## config.mk

```make
export PLATFORM = sky130hd
export DESIGN_NAME = mem_stage_ctrl
export DESIGN_NICKNAME = d
export VERILOG_FILES = /design/src/rtl/mem_stage_ctrl.sv
export SDC_FILE = /design/constraint.sdc
export NUM_CORES = 1
export LEC_CHECK = 0
export CAP_MARGIN = 20
export CORE_ASPECT_RATIO = 0.6
export CORE_MARGIN = 1
export CORE_UTILIZATION = 35
export CTS_BUF_LIST = sky130_fd_sc_hd__clkbuf_8
export DETAILED_ROUTE_END_ITERATION = 10
export PLACE_DENSITY = 0.75
export SETUP_SLACK_MARGIN = 0.05
export SYNTH_ARGS = -nofsm -noshare
export SYNTH_HDL_FRONTEND = slang
export SYNTH_SLANG_ARGS = --single-unit
export TNS_END_PERCENT = 10
```

## constraint.sdc

```tcl
create_clock -name clk -period 5.9 [get_ports clk]
set_clock_uncertainty 0.2 [all_clocks]
set_input_delay 1.475 -clock clk [delete_from_list [all_inputs] [get_ports clk]]
set_output_delay 1.475 -clock clk [all_outputs]
set_load 0.02 [all_outputs]
```

## src/rtl/mem_stage_ctrl.sv

```systemverilog
// mem_stage_ctrl: MEM-stage req/ack data-memory controller feeding MEM/WB; define MEM_TIMEOUT_EN to abandon accesses after TIMEOUT WAIT cycles
module mem_stage_ctrl #(
  parameter int TIMEOUT = 15
) (
  input  logic        clk,
  input  logic        rst,
  input  logic [1:0]  wbIn,
  input  logic [1:0]  mIn,
  input  logic [31:0] resultIn,
  input  logic [31:0] writeDataIn,
  input  logic [4:0]  registerRdIn,
  output logic        memStall,
  output logic        memReq,
  output logic        memWe,
  output logic [31:0] memAddr,
  output logic [31:0] memWData,
  input  logic        memAck,
  input  logic [31:0] memRData,
  output logic [1:0]  wbOut,
  output logic [31:0] readDataOut,
  output logic [31:0] resultOut,
  output logic [4:0]  registerRdOut,
  output logic        memErr
);
  typedef enum logic {IDLE, WAIT} state_t;
  state_t      r_state;
  logic [1:0]  r_wb;
  logic [4:0]  r_rd;
  logic        w_op;
  logic        w_to;
  if (TIMEOUT < 1 || TIMEOUT > 255) begin : g_bad_timeout
    $error("TIMEOUT must be in 1..255");
  end
  assign w_op = |mIn;
`ifdef MEM_TIMEOUT_EN
  logic [7:0] r_cnt;
  // the TIMEOUT-th ackless WAIT cycle is the last one; an ack in that cycle still completes
  assign w_to = r_state == WAIT && !memAck && r_cnt == 8'(TIMEOUT - 1);
  always_ff @(posedge clk or posedge rst) begin
    if (rst) begin
      r_cnt  <= '0;
      memErr <= 1'b0;
    end else begin
      r_cnt  <= r_state == IDLE ? '0 : memAck ? r_cnt : r_cnt + 8'd1;
      memErr <= memErr | w_to;
    end
  end
`else
  assign w_to   = 1'b0;
  assign memErr = 1'b0;
`endif
  assign memStall = r_state == IDLE ? w_op : !(memAck || w_to);
  always_ff @(posedge clk or posedge rst) begin
    if (rst) begin
      r_state       <= IDLE;
      r_wb          <= '0;
      r_rd          <= '0;
      memReq        <= 1'b0;
      memWe         <= 1'b0;
      memAddr       <= '0;
      memWData      <= '0;
      wbOut         <= '0;
      readDataOut   <= '0;
      resultOut     <= '0;
      registerRdOut <= '0;
    end else if (r_state == IDLE) begin
      if (w_op) begin
        r_state  <= WAIT;
        memReq   <= 1'b1;
        memWe    <= mIn == 2'b01;
        memAddr  <= resultIn;
        memWData <= writeDataIn;
        r_wb     <= wbIn;
        r_rd     <= registerRdIn;
        wbOut    <= '0;
      end else begin
        wbOut         <= wbIn;
        resultOut     <= resultIn;
        registerRdOut <= registerRdIn;
        readDataOut   <= '0;
      end
    end else if (memAck) begin
      r_state       <= IDLE;
      memReq        <= 1'b0;
      wbOut         <= r_wb;
      registerRdOut <= r_rd;
      resultOut     <= memAddr;
      readDataOut   <= memWe ? '0 : memRData;
    end else begin
      wbOut <= '0;
      if (w_to) begin
        r_state <= IDLE;
        memReq  <= 1'b0;
      end
    end
  end
endmodule
```

======== Yosys cells after proc, flatten, opt, wreduce, memory -nomap -nowiden ========
Index checks and enable logic that the tools add are counted.
storage, ports and cells
  flip-flop bits (word level) ............. 145
  output and inout port bits .............. 139
  logic and storage cells ................. 41
  bits of input ports ..................... 108
cells by class
  muxes and demuxes ....................... 20
  bitwise logic cells ..................... 1
  reductions and logical operators ........ 6
  equality and inequality tests ........... 3
operators by type and width
  kind                                                             number
  32-bit two-way mux                                               7
  5-bit two-way mux                                                3
  1-bit two-way mux                                                7
  2-bit two-way mux                                                3
  2-bit AND reduction                                              3
  2-bit != test, second input constant                             2
  2-bit by 1-bit == test with 1-bit output, second input constant  1
  2-bit nonzero test                                               1
  2-bit OR reduction                                               1
  1-bit zero test                                                  1
  1-bit inverter                                                   1

======== Logic depth before layout (Yosys ltp) ========
Gate-level depths: netlist of the first run.
  word-level depth ........................ 3
  gate-level depth with buffers ........... 6
  mapped depth without buffers ............ 2

======== Worst setup path before layout of the first run ========
Ideal clock, no wire load.
  path type ............................... input to output
  start point ............................. input memAck
  end point ............................... output memStall
  data arrival time ....................... 2259 ps
  required time ........................... 4225 ps
  slack ................................... 1966 ps
  stages .................................. 4
  path buffers ............................ 2
  cells stage by stage .................... and2_1 clkbuf_1 buf_2 nor2_1
between the ends
  word-level cells in the longest chain between the ends .. 2
ends and longest elaborated chain
  item               RTL line  source
  start, declared    17        input logic memAck,
  1-bit zero test    52        assign memStall = r_state == IDLE ? w_op : !(memAck || w_to);
  1-bit two-way mux  52
  end, declared      12        output logic memStall,
Every way passes these cells.

======== Final worst setup path of the first run ========
  start point ............................. input mIn[0]
  end point ............................... output memStall
between the ends
  word-level cells in the longest chain between the ends .. 2
ends and longest elaborated chain
  item                RTL line  source
  start, declared     8         input logic [1:0] mIn,
  2-bit OR reduction  34        assign w_op = |mIn;
  1-bit two-way mux   52
Every way passes these cells.

==> results.tsv, run 1 <==
metric	value	unit
logic gate share of total power	35.6	%
Rows	36	
Fmax	225	MHz
Slew headroom	29.3	%
Leak	3.70	nW
Multi-input gate area	2020	µm²
Root Buffer	clkbuf_8	
placer congestion estimate	0.781	
minimum clock period	4.45	ns
Main synth FF type	dfrtp_1	
final wirelength	17600	µm
Synth Cell Area	6020	µm²
syn avg cell area	13.0	µm²
top cell type by total area after synthesis	dfrtp_1	
Net Sw Frac	33.1	%
Seq cells post-synth	145	
setup TNS	0	ns
TritonCTS Buffers	17	
diode count	0	
CP required	4.22	ns
PD cells	373	nW/µm²
final setup fails	0	
most frequent cells after synthesis	dfrtp_1, mux2_2, inv_1	
share of cells above drive strength 1	18.4	%
Congestion Overflow GR	0	
Clock Path Buffers	2	
Post-CTS Hold Buffers	0	
Worst VDD drop	0.191	mV
dpl hpwl	11400	µm
Die Ht	104	µm
post-cts sizing count	0	
H-tree depth	4	
nets@finish	793	
Synth Instances	462	
Post-synth EDFFs	0	
synth unique cells	24	
Via density	5.33	
Synthesized Nets	570	
drt first-iter violations	294	
unrepaired setup endpoints after global routing	false	
clock network power share	24.3	%
Total GRT Usage	20.0	%
count of final hold-check violations	0	
crit path from	mIn[0]	
die area	17700	µm²
Die X	171	µm
critical path type	input pin to primary output	
Skew-Pair Late Insertion Delay	0.44	ns
most numerous cell in the Yosys netlist	dfrtp_1	
number of max-cap violations	0	
via count	4931	
Seq/Total Area, Yosys	60.3	%
sequential share of power	40.0	%
R2R Path Start	r_state	
ANT nets after route	0	
synth top area cells	dfrtp_1, mux2_2, a32o_1	
Final period util	75.4	%
Top-Level Pins	247	
Area growth syn-to-layout	50.1	%
CTS tree	built	
clock sinks	145	
worst slew pin tran	1.06	ns
Filler Cell Count	1349	
Reg clk slew, reported paths	0.08	ns
Hold WC Path Type	register to register	
Slew Viols, Final	0	
pre-CTS setup slack	1.38	ns
Post-synth ARST share	100	%
Starting Density	36.4	%
FF+latch area	3630	µm²
largest net degree at the start of global routing	110	
internal power	2.25	mW
CP max FO	3	
Synth top area share	60.3	%
first-pass GRT wire length	27500	µm
routed length per instance	19.0	µm
First-pass DRT Iterations	5	
initial antenna violation count	0	
critical path arrival	2.77	ns
NetSw	1.11	mW
drt drc	0	
worst reg2reg path depth	4	
Worst setup EP type	primary output	
floorplan core area	16500	µm²
status	completed	
port bufs	245	
Startpoint Class	input pin	
synth warn	0	
worst hold path startpoint	memWData[20]	
Post-CTS Setup Bufs	0	
slack of the critical path	1.45	ns
number of cells on the worst hold path	1	
vias in the first global route	5074	
## kinds of logic after synthesis
logic type,count (synthesis),synth area share (%)
AOI/OAI and AO/OA,111,15.5
buffers and inverters,90,6.40
DFF,145,60.3
muxes,71,13.3
other,1,0.0623
and+or+nand+nor,44,4.51
## flip-flops by register name (all words and copies together) (netlist names)
name / cells
memAddr: 32
memReq: 1
memWData: 32
memWe: 1
r_rd: 5
r_state: 1
r_wb: 2
readDataOut: 32
registerRdOut: 5
resultOut: 32
wbOut: 2
## path summary, 6_finish.rpt
| path | endpoint | slack (ns) |
|---|---|---|
| worst max-delay path | memStall | 1.45 |
| worst min-delay path | memWData[20] | 0.31 |
| worst max register to register | readDataOut[7] | 2.95 |
| worst min register to register | memWData[20] | 0.31 |
| max in group asynchronous | memAddr[5] | 2.96 |
| min in group asynchronous | memAddr[20] | 1.45 |
## power by group through the flow
stage          Combinational [mW]  Sequential (mW)  Clock [mW]
6_report                     1.20             1.35       0.819
5_1_grt                      1.27             1.37       0.880
4_1_cts                      1.21             1.35       0.837
3_5_place_dp                 1.20             1.36           0
3_3_place_gp                 1.18             1.35           0
2_1_floorplan               0.345             1.61           0
## area by class of cell
| cell class | instances | area share [%] |
|---|---|---|
| inverters | 40 | 1.72 |
| clock inverters | 13 | 1.80 |
| well taps | 228 | 3.16 |
| repair buffers | 254 | 28.1 |
| clock buffers | 18 | 2.74 |
| multi-input cells | 227 | 22.3 |
| flip-flops and latches | 145 | 40.2 |
## metrics by stage
stage	cell area (µm²)	power [mW]	std cells	hold WS [ns]	utilization [%]
2_1_floorplan	6020	1.95	462	0.267	-
3_3_place_gp	8600	2.53	893	0.278	52.0
3_5_place_dp	8600	2.56	893	0.291	52.0
4_1_cts	9010	3.39	924	0.312	54.5
5_1_grt	9040	3.52	925	0.320	54.7
6_report	9040	3.37	925	0.309	54.7
## critical path, cell delays in order
cell,delay (ns)
buf_2,0.11
nor3_1,0.49
nor2_1,0.13
clkdlybuf4s50_1,0.57
## routing by layer
metal	routed length, µm	GRT usage [%]	vias up
li1	-	-	2180
met1	7760	26.3	2539
met2	8250	31.7	193
met3	1340	6.57	19
met4	242	5.23	0
met5	0	0	-
## placed cells by master (no fill, tap or decap), types with 7 or more instances in the layout
cell | Yosys | routed
clkbuf_8 | 0 | 18
inv_1 | 40 | 40
a221oi_2 | 10 | 10
a221oi_1 | 27 | 27
nor4_1 | 37 | 37
buf_4 | 1 | 7
clkdlybuf4s50_1 | 0 | 242
dfrtp_1 | 145 | 144
a32o_1 | 32 | 32
a21oi_1 | 38 | 38
mux2_2 | 71 | 71
Note: power is estimated with default switching activity, not from simulation.
==> run 2, diff against run 1 <==
--- a/config.mk
+++ b/config.mk
@@ -11,7 +11,7 @@
 export CORE_UTILIZATION = 35
 export CTS_BUF_LIST = sky130_fd_sc_hd__clkbuf_8
 export DETAILED_ROUTE_END_ITERATION = 10
-export PLACE_DENSITY = 0.75
+export PLACE_DENSITY = 0.78
 export SETUP_SLACK_MARGIN = 0.05
 export SYNTH_ARGS = -nofsm -noshare
 export SYNTH_HDL_FRONTEND = slang
==> constraint.sdc (replaced) <==
create_clock -name clk -period 3.8 [get_ports clk]
set_clock_uncertainty 0.2 [all_clocks]
set_input_delay 0.95 -clock clk [delete_from_list [all_inputs] [get_ports clk]]
set_output_delay 0.95 -clock clk [all_outputs]
set_load 0.02 [all_outputs]
==> results.tsv, run 2 (synthesis gave the netlist of run 1 again) <==
metric	value	unit	change
Rows	36		unchanged
unrepaired setup endpoints after global routing	false		unchanged
Worst R2R End	readDataOut[29]		was readDataOut[7]
clock network power share	23.5	%	was 24.3%
Hold WC Path Type	register to register		unchanged
sequential share of power	40.6	%	was 40.0%
max incr delay on CP	0.64	ns	was 0.57 ns
CP max FO	3		unchanged
WP buf/inv	3		was 2
Top Family by Delay on Critical Path	buffers and inverters		unchanged
Starting Density	36.4	%	unchanged
Congestion Overflow GR	0		unchanged
drt drc	0		unchanged
R2R Path Start	r_state		unchanged
Leak	3.71	nW	was 3.70 nW
Startpoint Class	input pin		unchanged
dpl hpwl	11700	µm	was 11400 µm
Final period util	85.2	%	
routed length per instance	18.8	µm	was 19.0 µm
Cell Area, Placed	8650	µm²	was 8600 µm²
Area growth syn-to-layout	50.7	%	was 50.1%
status	completed		unchanged
WHS Endpoint	wbOut[0]		was memWData[20]
vias in the first global route	5128		was 5074
number of max-cap violations	0		unchanged
CTS tree	built		unchanged
placer congestion estimate	0.751		was 0.781
worst slew pin tran	0.873	ns	was 1.06 ns
Worst setup EP type	primary output		unchanged
die area	17700	µm²	unchanged
final wirelength	17400	µm	was 17600 µm
Slew headroom	41.8	%	was 29.3%
ANT nets after route	0		unchanged
initial antenna violation count	0		unchanged
PD cells	570	nW/µm²	was 373 nW/µm²
Filler Cell Count	1375		was 1349
nets@finish	798		was 793
Die Ht	104	µm	unchanged
most common cell after layout, fill and taps aside	clkdlybuf4s50_1		unchanged
Root Buffer	clkbuf_8		unchanged
total power	5.17	mW	was 3.37 mW
via count	4896		was 4931
number of cells on the worst hold path	1		unchanged
setup TNS	0	ns	unchanged
NetSw	1.72	mW	was 1.11 mW
drt first-iter violations	424		was 294
most frequent cells in the layout	clkdlybuf4s50_1, dfrtp_1, mux2_2		unchanged
minimum clock period	3.24	ns	
Post-CTS Hold Buffers	0		unchanged
Clock Path Buffers	2		unchanged
placed insts	898		was 893
Fmax	309	MHz	
First-pass DRT Iterations	5		unchanged
Reg clk slew, reported paths	0.08	ns	about the same
largest net degree at the start of global routing	81		was 110
worst hold path startpoint	r_wb[0]		was memWData[20]
final setup fails	0		unchanged
Critical Path Slowest Stage Cell	clkdlybuf4s50_1		unchanged
critical path arrival	2.09	ns	was 2.77 ns
internal power	3.45	mW	was 2.25 mW
CP required	2.65	ns	was 4.22 ns
Worst VDD drop	0.277	mV	was 0.191 mV
Die X	171	µm	unchanged
post-cts sizing count	0		unchanged
Worst R2R Setup Slack	1.18	ns	was 2.95 ns
critical path type	input pin to primary output		unchanged
TritonCTS Buffers	17		unchanged
logic gate share of total power	35.9	%	was 35.6%
port bufs	245		unchanged
count of final hold-check violations	0		unchanged
diode count	0		unchanged
Total GRT Usage	20.0	%	about the same
floorplan core area	16500	µm²	unchanged
Finished Layout Cells	930		was 925
H-tree depth	4		unchanged
fin area	9070	µm²	was 9040 µm²
first-pass GRT wire length	27700	µm	was 27500 µm
Net Sw Frac	33.2	%	was 33.1%
Top-Level Pins	247		unchanged
worst path cell trace	buf_2 -> nor3_1 -> buf_4 -> nor2_1 -> clkdlybuf4s50_1		was buf_2 -> nor3_1 -> nor2_1 -> clkdlybuf4s50_1
Slew Viols, Final	0		unchanged
Post-CTS Setup Bufs	0		unchanged
share of cells above drive strength 1	18.9	%	was 18.4%
Via density	5.26		was 5.33
Skew-Pair Late Insertion Delay	0.43	ns	was 0.44 ns
worst reg2reg path depth	4		unchanged
clock sinks	145		unchanged
run 2: cell type report:
class / count / area (µm²) / area share, %
multi-input combinational: 227 / 2020 / 22.3
tap: 228 / 285 / 3.14
clock buffer: 19 / 262 / 2.88
clock inverter: 12 / 134 / 1.48
timing repair buffer: 259 / 2590 / 28.5
inverter: 40 / 154 / 1.70
sequential: 145 / 3630 / 40.0
run 2: layer usage:
metal  share of wire, %  vias to the layer above  GRT usage (%)
met5                  0                        -              0
met4               0.91                        0           5.29
met3                6.6                       15           5.01
met2                 48                      191           32.7
met1                 44                     2503           26.3
li1                   -                     2187              -
run 2: how the worst max path moves through the flow:
stage	slack, ns	cells past startpoint	start	to
global route	0.55	5	mIn[0]	memStall
global placement	0.61	5	mIn[0]	memStall
floorplan	0.83	1	rst	memAddr[0]
CTS	0.56	5	mIn[0]	memStall
finish	0.56	5	mIn[0]	memStall
detailed placement	0.57	5	mIn[0]	memStall
run 2: worst register-to-register path, stage by stage (launching register included):
cell	delay, ns
dfrtp_2	0.40
buf_4	0.67
or3_2	0.25
buf_4	0.64
a32o_1	0.38
run 2: through the flow:
stage	setup slack [ns]	util [%]	hold slack, ns
final	0.563	54.9	0.306
after global routing	0.551	54.9	0.325
after CTS	0.561	54.7	0.304
after detailed placement	0.571	52.3	0.291
after global placement	0.606	52.3	0.279
after floorplan	0.831	-	0.267
run 2: power groups by stage:
| stage | clock network (mW) | registers (mW) | logic (mW) |
|---|---|---|---|
| floorplan | 0 | 2.49 | 0.536 |
| global placement | 0 | 2.10 | 1.82 |
| detailed placement | 0 | 2.12 | 1.86 |
| CTS | 1.25 | 2.10 | 1.87 |
| global route | 1.32 | 2.14 | 1.96 |
| finish | 1.22 | 2.10 | 1.86 |
